<file path="src/rtl/adc_deser_avg_block.sv">
// Multi-channel dual-lane ADC deserialiser with optional box-car averaging.
// Frames start on frame_start; results are packed signed words with a valid strobe.
module adc_deser_avg_block #(
  parameter int ADC_CHANNELS   = 4,
  parameter int ADC_DATA_WIDTH = 18,
  parameter int AVG_LOG2       = 0
) (
  input  logic                                   adc_read_clk,
  input  logic                                   rst_n,
  input  logic                                   reader_en_sync,
  input  logic                                   frame_start,
  input  logic [ADC_CHANNELS-1:0]                adc_sdo_cha,
  input  logic [ADC_CHANNELS-1:0]                adc_sdo_chb,
  input  logic                                   overrun_clr,
  output logic [ADC_DATA_WIDTH*ADC_CHANNELS-1:0] adc_a_data_arr,
  output logic [ADC_DATA_WIDTH*ADC_CHANNELS-1:0] adc_b_data_arr,
  output logic                                   data_valid,
  output logic                                   busy,
  output logic [31:0]                            sample_cnt,
  output logic                                   overrun
);

  localparam int AW = ADC_DATA_WIDTH + AVG_LOG2;
  localparam int GW = AVG_LOG2 + 1;
  localparam int BW = $clog2(ADC_DATA_WIDTH);
  localparam logic [GW-1:0] GROUP_LEN = GW'(1 << AVG_LOG2);
  localparam logic [BW-1:0] LAST_BIT  = BW'(ADC_DATA_WIDTH - 1);

  typedef enum logic [1:0] {IDLE, SHIFT, LATCH} state_t;

  state_t                      state;
  logic [BW-1:0]               bit_cnt;
  logic [GW-1:0]               grp_cnt;
  logic [GW-1:0]               grp_nxt;
  logic                        group_done;
  logic signed [ADC_DATA_WIDTH-1:0] sh_a [ADC_CHANNELS];
  logic signed [ADC_DATA_WIDTH-1:0] sh_b [ADC_CHANNELS];
  logic signed [AW-1:0]        acc_a [ADC_CHANNELS];
  logic signed [AW-1:0]        acc_b [ADC_CHANNELS];
  logic signed [AW-1:0]        acc_a_nxt [ADC_CHANNELS];
  logic signed [AW-1:0]        acc_b_nxt [ADC_CHANNELS];

  assign busy = (state != IDLE);

  always_comb begin
    grp_nxt    = grp_cnt + GW'(1);
    group_done = (grp_nxt == GROUP_LEN);
    for (int k = 0; k < ADC_CHANNELS; k++) begin
      acc_a_nxt[k] = acc_a[k] + AW'(sh_a[k]);
      acc_b_nxt[k] = acc_b[k] + AW'(sh_b[k]);
    end
  end

  always_ff @(posedge adc_read_clk or negedge rst_n) begin
    if (!rst_n) begin
      state          <= IDLE;
      bit_cnt        <= '0;
      grp_cnt        <= '0;
      data_valid     <= 1'b0;
      sample_cnt     <= '0;
      overrun        <= 1'b0;
      adc_a_data_arr <= '0;
      adc_b_data_arr <= '0;
      for (int k = 0; k < ADC_CHANNELS; k++) begin
        sh_a[k]  <= '0;
        sh_b[k]  <= '0;
        acc_a[k] <= '0;
        acc_b[k] <= '0;
      end
    end else begin
      data_valid <= 1'b0;
      // Set has priority over clear so a coincident overrun is never lost
      if (frame_start && state != IDLE)
        overrun <= 1'b1;
      else if (overrun_clr)
        overrun <= 1'b0;

      if (state != IDLE && !reader_en_sync) begin
        state   <= IDLE;
        bit_cnt <= '0;
        grp_cnt <= '0;
        for (int k = 0; k < ADC_CHANNELS; k++) begin
          sh_a[k]  <= '0;
          sh_b[k]  <= '0;
          acc_a[k] <= '0;
          acc_b[k] <= '0;
        end
      end else begin
        case (state)
          IDLE: begin
            if (frame_start && reader_en_sync) begin
              state   <= SHIFT;
              bit_cnt <= '0;
            end
          end
          SHIFT: begin
            for (int k = 0; k < ADC_CHANNELS; k++) begin
              sh_a[k] <= {sh_a[k][ADC_DATA_WIDTH-2:0], adc_sdo_cha[k]};
              sh_b[k] <= {sh_b[k][ADC_DATA_WIDTH-2:0], adc_sdo_chb[k]};
            end
            bit_cnt <= bit_cnt + 1'b1;
            if (bit_cnt == LAST_BIT)
              state <= LATCH;
          end
          LATCH: begin
            state <= IDLE;
            // Arithmetic shift floors toward -inf; the sum cannot overflow AW bits
            if (group_done) begin
              for (int k = 0; k < ADC_CHANNELS; k++) begin
                adc_a_data_arr[ADC_DATA_WIDTH*k +: ADC_DATA_WIDTH] <= ADC_DATA_WIDTH'(acc_a_nxt[k] >>> AVG_LOG2);
                adc_b_data_arr[ADC_DATA_WIDTH*k +: ADC_DATA_WIDTH] <= ADC_DATA_WIDTH'(acc_b_nxt[k] >>> AVG_LOG2);
                acc_a[k] <= '0;
                acc_b[k] <= '0;
              end
              grp_cnt    <= '0;
              data_valid <= 1'b1;
              sample_cnt <= sample_cnt + 32'd1;
            end else begin
              for (int k = 0; k < ADC_CHANNELS; k++) begin
                acc_a[k] <= acc_a_nxt[k];
                acc_b[k] <= acc_b_nxt[k];
              end
              grp_cnt <= grp_nxt;
            end
          end
          default: state <= IDLE;
        endcase
      end
    end
  end

endmodule

</file>
<file path="config.mk">
export PLATFORM = sky130hd
export DESIGN_NAME = adc_deser_avg_block
export DESIGN_NICKNAME = d
export VERILOG_FILES = /design/src/rtl/adc_deser_avg_block.sv
export SDC_FILE = /design/constraint.sdc
export NUM_CORES = 1
export LEC_CHECK = 0
export CAP_MARGIN = 20
export CORE_ASPECT_RATIO = 2
export CORE_MARGIN = 2
export CORE_UTILIZATION = 58
export DETAILED_ROUTE_END_ITERATION = 6
export PLACE_DENSITY = 0.82
export RECOVER_POWER = 100
export SLEW_MARGIN = 20
export SYNTH_ARGS = -nofsm -noshare
export SYNTH_HDL_FRONTEND = slang
export SYNTH_SLANG_ARGS = --single-unit
</file>
<file path="constraint.sdc">
create_clock -name adc_read_clk -period 5.1 [get_ports adc_read_clk]
set_input_delay 0.51 -clock adc_read_clk [delete_from_list [all_inputs] [get_ports adc_read_clk]]
set_output_delay 0.51 -clock adc_read_clk [all_outputs]
set_load 0.005 [all_outputs]
</file>
==> run metrics, run 1 <==
cells along the critical path or2_2 -> nand2_1 -> buf_4 -> a22o_1; WHS 0.4663 ns; Syn Area/Cell 11.05 um^2; R2R setup slack 1.89 ns; number of nets in the layout 1,292; DRC Markers 0; Fillers 1,416; Mapped Cells 1,113; min-delay src adc_a_data_arr[40]; DRT Pass-1 Iters 5; WL final 27.92 mm; worst slew pin tran 2.456 ns; clock tree sinks 329; Area contributors post-synth dfrtp_1, nand2_1, a22o_1; Worst Setup Slack, final 1.888 ns; failing checks capacitance limit, slew limit; core region area 20,930 um^2; GRT Residual Overflow 0; Starting Density 58.79%; Max-Cap Viols 2; minimum clock period 3.212 ns; final setup violating endpoints 0; die width 107.0 um; Post-CTS Resized 0; Sw Share 21.36%; post-route cell area 15,300 um^2; pin count of the biggest net entering global routing 159; P_int 3983 uW; Vias 8,757; Antenna Nets Post-Route 0; Post-DP HPWL 17.10 mm; Starting DRT DRC Count 564; pre-CTS WS 2.124 ns; number of warnings issued by yosys 0; RR Startpoint state[1]; Netlist cell types 31; status finished, violations left; # Post-CTS Setup Buffers 0; Max-slew headroom -63.72%; worst-skew pair later-pin latency 0.55 ns; Synth top area share 66.92%; die area 22,460 um^2; initial antenna violation count 0; Via-to-Cell Ratio 5.592; placed cell areas 14,420 um^2; leading area contributor after synthesis dfrtp_1; Post-Syn Area 12,300 um^2; first-pass GRT wire length 46.10 mm; total net switching power 1082 uW; CTS tree yes; Inserted Clock Buffers 27; beginning of the critical path state[1]; die height 210.0 um; Clk pwr share 44.7%; placer congestion estimate 0.8072; CP Class flip-flop to flip-flop; Total GRT Usage 25.68%; Peak Freq 311.3 MHz; cell with the largest stage delay on the worst path nand2_1; startpoint types flip-flop; Max Slew Vio Count 157; leakage power 0.008384 uW; Clock Path Buffers 3; I/O Pins 192; vias in the first global route 9,038; H-tree depth 1; Sum Neg Setup Slack 0 ns; Syn Nets 1,129; crit-path max cell delay 1.37 ns; wire length per cell 17.83 um; Buf+Inv Stages, Crit Path 1; Pwr Density 330.9 nW/um^2; clock-pin slew on the worst setup and hold paths 0.07 ns; WP data required 5.58 ns; Worst EP arrival 3.69 ns; clk_skew 0.01948 ns; n_diodes 0; period utilisation layout 62.98%; clk root buf clkbuf_16; crit end category flip-flop; Logic pwr share 2.8%; Seq/Total Area, Yosys 66.92%; FF+latch count, synth 329; Area Overhead vs Synth 24.40%; port buffer count 191; Hold Path Class flip-flop to flip-flop; Post-CTS Hold Fix Bufs 1; delay-heaviest family, CP simple AND/OR/NAND/NOR gates; RSZ-0062 raised after global routing false; VDD IR max 306.4 uV; worst-path fanout max 56; Final Hold Fails 0; share of cells above drive strength 1 4.549%; Reg power frac 52.5%; Cell Rows 75
## cells in the mapped netlist, drive strengths merged
cell type and number:
nand4 7, nor3b 2, a2111oi 1, and3 6, xor2 15, or2 3, nor4bb 1, nand3 12
ha 3, or4 1, a22o 147, dfrtp 329, and4 2, xnor2 16, nand4b 1, buf 16
nor4 4, nand3b 2, inv 12, and2 3, nor3 14, nor2 8, clkbuf 52, o21ai 7
nand2 449
## per-layer routing
metal,routed length [um],vias up,GRT usage [%]
met5,0,-,0
met4,1210,0,12.23
met3,1188,71,3.401
met2,14710,245,43.38
met1,10810,4410,32.79
li1,-,4031,-
## sequential cells by signal, summed over array words and instances (netlist names)
signal / cells
adc_a_data_arr: 72
adc_b_data_arr: 72
bit_cnt: 5
data_valid: 1
overrun: 1
sample_cnt: 32
sh_a: 72
sh_b: 72
state: 2
## layout make-up
cell class,instances,area [um^2],share of cell area [%]
tap,269,336.6,2.199
clock buffer,37,763.2,4.987
sequential,329,8233,53.79
inverter,12,47.55,0.3107
clock inverter,13,210.2,1.373
multi-input combinational,704,3704,24.20
timing repair buffer,202,2011,13.14
## cells by family after synthesis
group / share of synthesized area [%]
AND/OR/NAND/NOR: 17.23
flip-flops: 66.92
AO/OA/AOI/OAI: 10.82
buffers and inverters: 2.522
XOR/XNOR: 2.207
adder cells (fa/ha/maj): 0.3051
## cells in the final DEF (no fill, tap or decap), types with 2 or more instances in the layout
master / n
o21ai_0: 7
a22o_1: 147
clkdlybuf4s50_1: 10
and2_1: 3
clkinvlp_4: 2
nor3b_1: 2
buf_4: 6
nand2_1: 449
xor2_1: 15
clkinv_2: 4
inv_1: 11
clkbuf_1: 6
and3_1: 6
nand4_1: 7
dfrtp_1: 329
nand3b_1: 2
buf_12: 2
clkbuf_8: 5
clkbuf_2: 2
nand3_1: 12
bufinv_16: 5
nor2_1: 8
clkbuf_16: 27
nor3_1: 14
and4_1: 2
ha_1: 3
xnor2_1: 16
or2_2: 3
dlygate4sd3_1: 181
nor4_1: 4
## power by group through the flow
stage	clock network (uW)	registers (uW)	logic, uW
floorplan	0	2700	65.7
global placement	0	2710	145
detailed placement	0	2710	148
CTS	2300	2660	149
global route	2410	2660	164
finish	2260	2660	143
## worst min-delay path, stage by stage (launching register included)
cell	delay [ns]
dfrtp_1	0.33
nand2_1	0.05
nand2_1	0.05
## worst paths after layout
check | end | depth (start not counted)
worst max-delay path | sh_b[24] | 4
worst min-delay path | adc_a_data_arr[40] | 2
worst max register to register | sh_b[24] | 4
worst min register to register | adc_a_data_arr[40] | 2
max in group asynchronous | sh_a[33] | 3
min in group asynchronous | adc_b_data_arr[65] | 2
## per-stage QoR
stage,power (uW),utilization [%],std cells
CTS,5110,73.58,1566
global route,5230,73.14,1566
detailed placement,2855,68.88,1515
floorplan,2767,-,1113
finish,5065,73.14,1566
global placement,2852,68.88,1515
Note: power is estimated with default switching activity, not from simulation.
==> run 2, diff against run 1 <==
- CORE_UTILIZATION: 58 -> 48
- PLACE_DENSITY: 0.82 -> 0.72
- clock period: 5.1 -> 2.95 ns (I/O delays scaled with it)
==> run metrics, run 2 (synthesized netlist as in run 1, its figures left out) <==
Vias 8,650; Final Hold Fails 0; Sum Neg Setup Slack 0 ns; Starting Density 48.94%; R2R depth 3; port buffer count 191; WP data required 3.43 ns; status finished, violations left; clock-pin slew on the worst setup and hold paths 0.07 ns; Via-to-Cell Ratio 5.278; die area 27,010 um^2; initial antenna violation count 0; I/O Pins 192; Max-slew headroom -34.15%; Area Overhead vs Synth 25.94%; Clk pwr share 45.0%; commonest non-fill, non-tap cells in the layout nand2_1, dfrtp_1, dlygate4sd3_1, a22o_1, clkbuf_16; min-delay src adc_sdo_cha[3]; RSZ-0062 raised after global routing false; H-tree depth 1; worst hold path cell count 2; CP Class flip-flop to flip-flop; CTS tree yes; minimum clock period 2.437 ns; Clock Path Buffers 3; first-pass GRT wire length 45.16 mm; final setup violating endpoints 0; die height 230.4 um; worst-skew pair later-pin latency 0.55 ns; GRT Residual Overflow 0; # Post-CTS Setup Buffers 0; crit end category flip-flop; Reg power frac 52.0%; die width 117.2 um; Peak Freq 410.4 MHz; leakage power 0.008438 uW; clk_skew 0.008025 ns; dpl cells 1,586; Antenna Nets Post-Route 0; failing checks capacitance limit, slew limit; Post-Layout Cell Count 1,639; Max-Cap Viols 2; period utilisation layout 82.60%; DRC Markers 0; WL final 27.48 mm; worst slew pin tran 2.012 ns; Logic pwr share 2.9%; core region area 25,140 um^2; clock tree sinks 329; Sw Share 21.27%; worst-path fanout max 147; total net switching power 1880 uW; VDD IR max 364.6 uV; beginning of the critical path state[1]; clk root buf clkbuf_16; Post-DP HPWL 17.28 mm; Inserted Clock Buffers 28; Max Slew Vio Count 222; Hold Path Class input pin to flip-flop; Total GRT Usage 20.81%; n_diodes 0; Worst EP arrival 2.92 ns; DRT Pass-1 Iters 5; P_int 6956 uW; Pwr Density 570.2 nW/um^2; commonest non-fill, non-tap cell in the layout nand2_1; Cell Rows 82; vias in the first global route 8,821; pin count of the biggest net entering global routing 148; startpoint types flip-flop; Starting DRT DRC Count 536; RR Startpoint state[1]; share of cells above drive strength 1 5.219%; number of nets in the layout 1,297; placer congestion estimate 0.8179; wire length per cell 16.76 um
==> run 2: cell types whose count changed in the layout (fill, tap and decap cells not counted), sizes merged <==
cell	delta
buf	+1
clkbuf	+4
dlygate4sd3	-1
bufinv	-1
clkinv	+2
clkinvlp	+1
clkdlybuf4s50	+1
inv	-1
==> run 2: layout make-up <==
class / instances / area [um^2]
multi-input cells: 704 / 3711
clock inverters: 14 / 181.4
flip-flops and latches: 329 / 8233
clock buffers: 38 / 829.5
fillers: 2048 / 9642
well taps: 336 / 420.4
inverters: 12 / 47.55
repair buffers: 206 / 2072
==> run 2: power by group through the flow <==
stage	Combinational (uW)	Clock (uW)	Sequential, uW
floorplan	114	0	4670
global placement	268	0	4680
detailed placement	273	0	4680
CTS	274	4080	4590
global route	296	4260	4600
finish	260	3980	4600
==> run 2: path summary, 6_finish.rpt <==
check	to	slack, ns
min in group asynchronous	adc_b_data_arr[66]	0.86
max in group asynchronous	adc_b_data_arr[60]	0.86
min	sh_a[0]	0.35
max	sh_a[30]	0.51
max reg2reg	sh_a[30]	0.51
min reg2reg	sample_cnt[31]	0.47
==> run 2: metrics by stage <==
| stage | total power, uW | hold WS [ns] | worst slack [ns] | util, % | cell area [um^2] |
|---|---|---|---|---|---|
| finish | 8835 | 0.3535 | 0.5134 | 61.64 | 15490 |
| global route | 9151 | 0.3541 | 0.3048 | 61.64 | 15490 |
| CTS | 8950 | 0.3280 | 0.7340 | 62.11 | 15610 |
| detailed placement | 4953 | 0.3260 | 0.3434 | 58.05 | 14590 |
| global placement | 4949 | 0.3256 | 0.4122 | 58.05 | 14590 |
| floorplan | 4784 | -0.0005911 | 1.095 | - | 12300 |
==> run 2: repair_timing <==
action,in CTS,in global routing
hold buffers,1,0
hold endpoints to repair,71,0
resized for setup,0,0
==> run 2: critical path: stages, from the launching register on <==
cell and delay [ns]:
dfrtp_1 0.45, nor3b_1 0.20, clkbuf_4 1.23, a22o_1 0.32
==> run 2: per-layer routing <==
metal	GRT usage [%]	share of wire, %	vias up
met1	26.94	39	4310
li1	-	-	4029
met5	0	0	-
met2	33.87	51	238
met4	9.816	4.7	0
met3	3.387	5.3	73
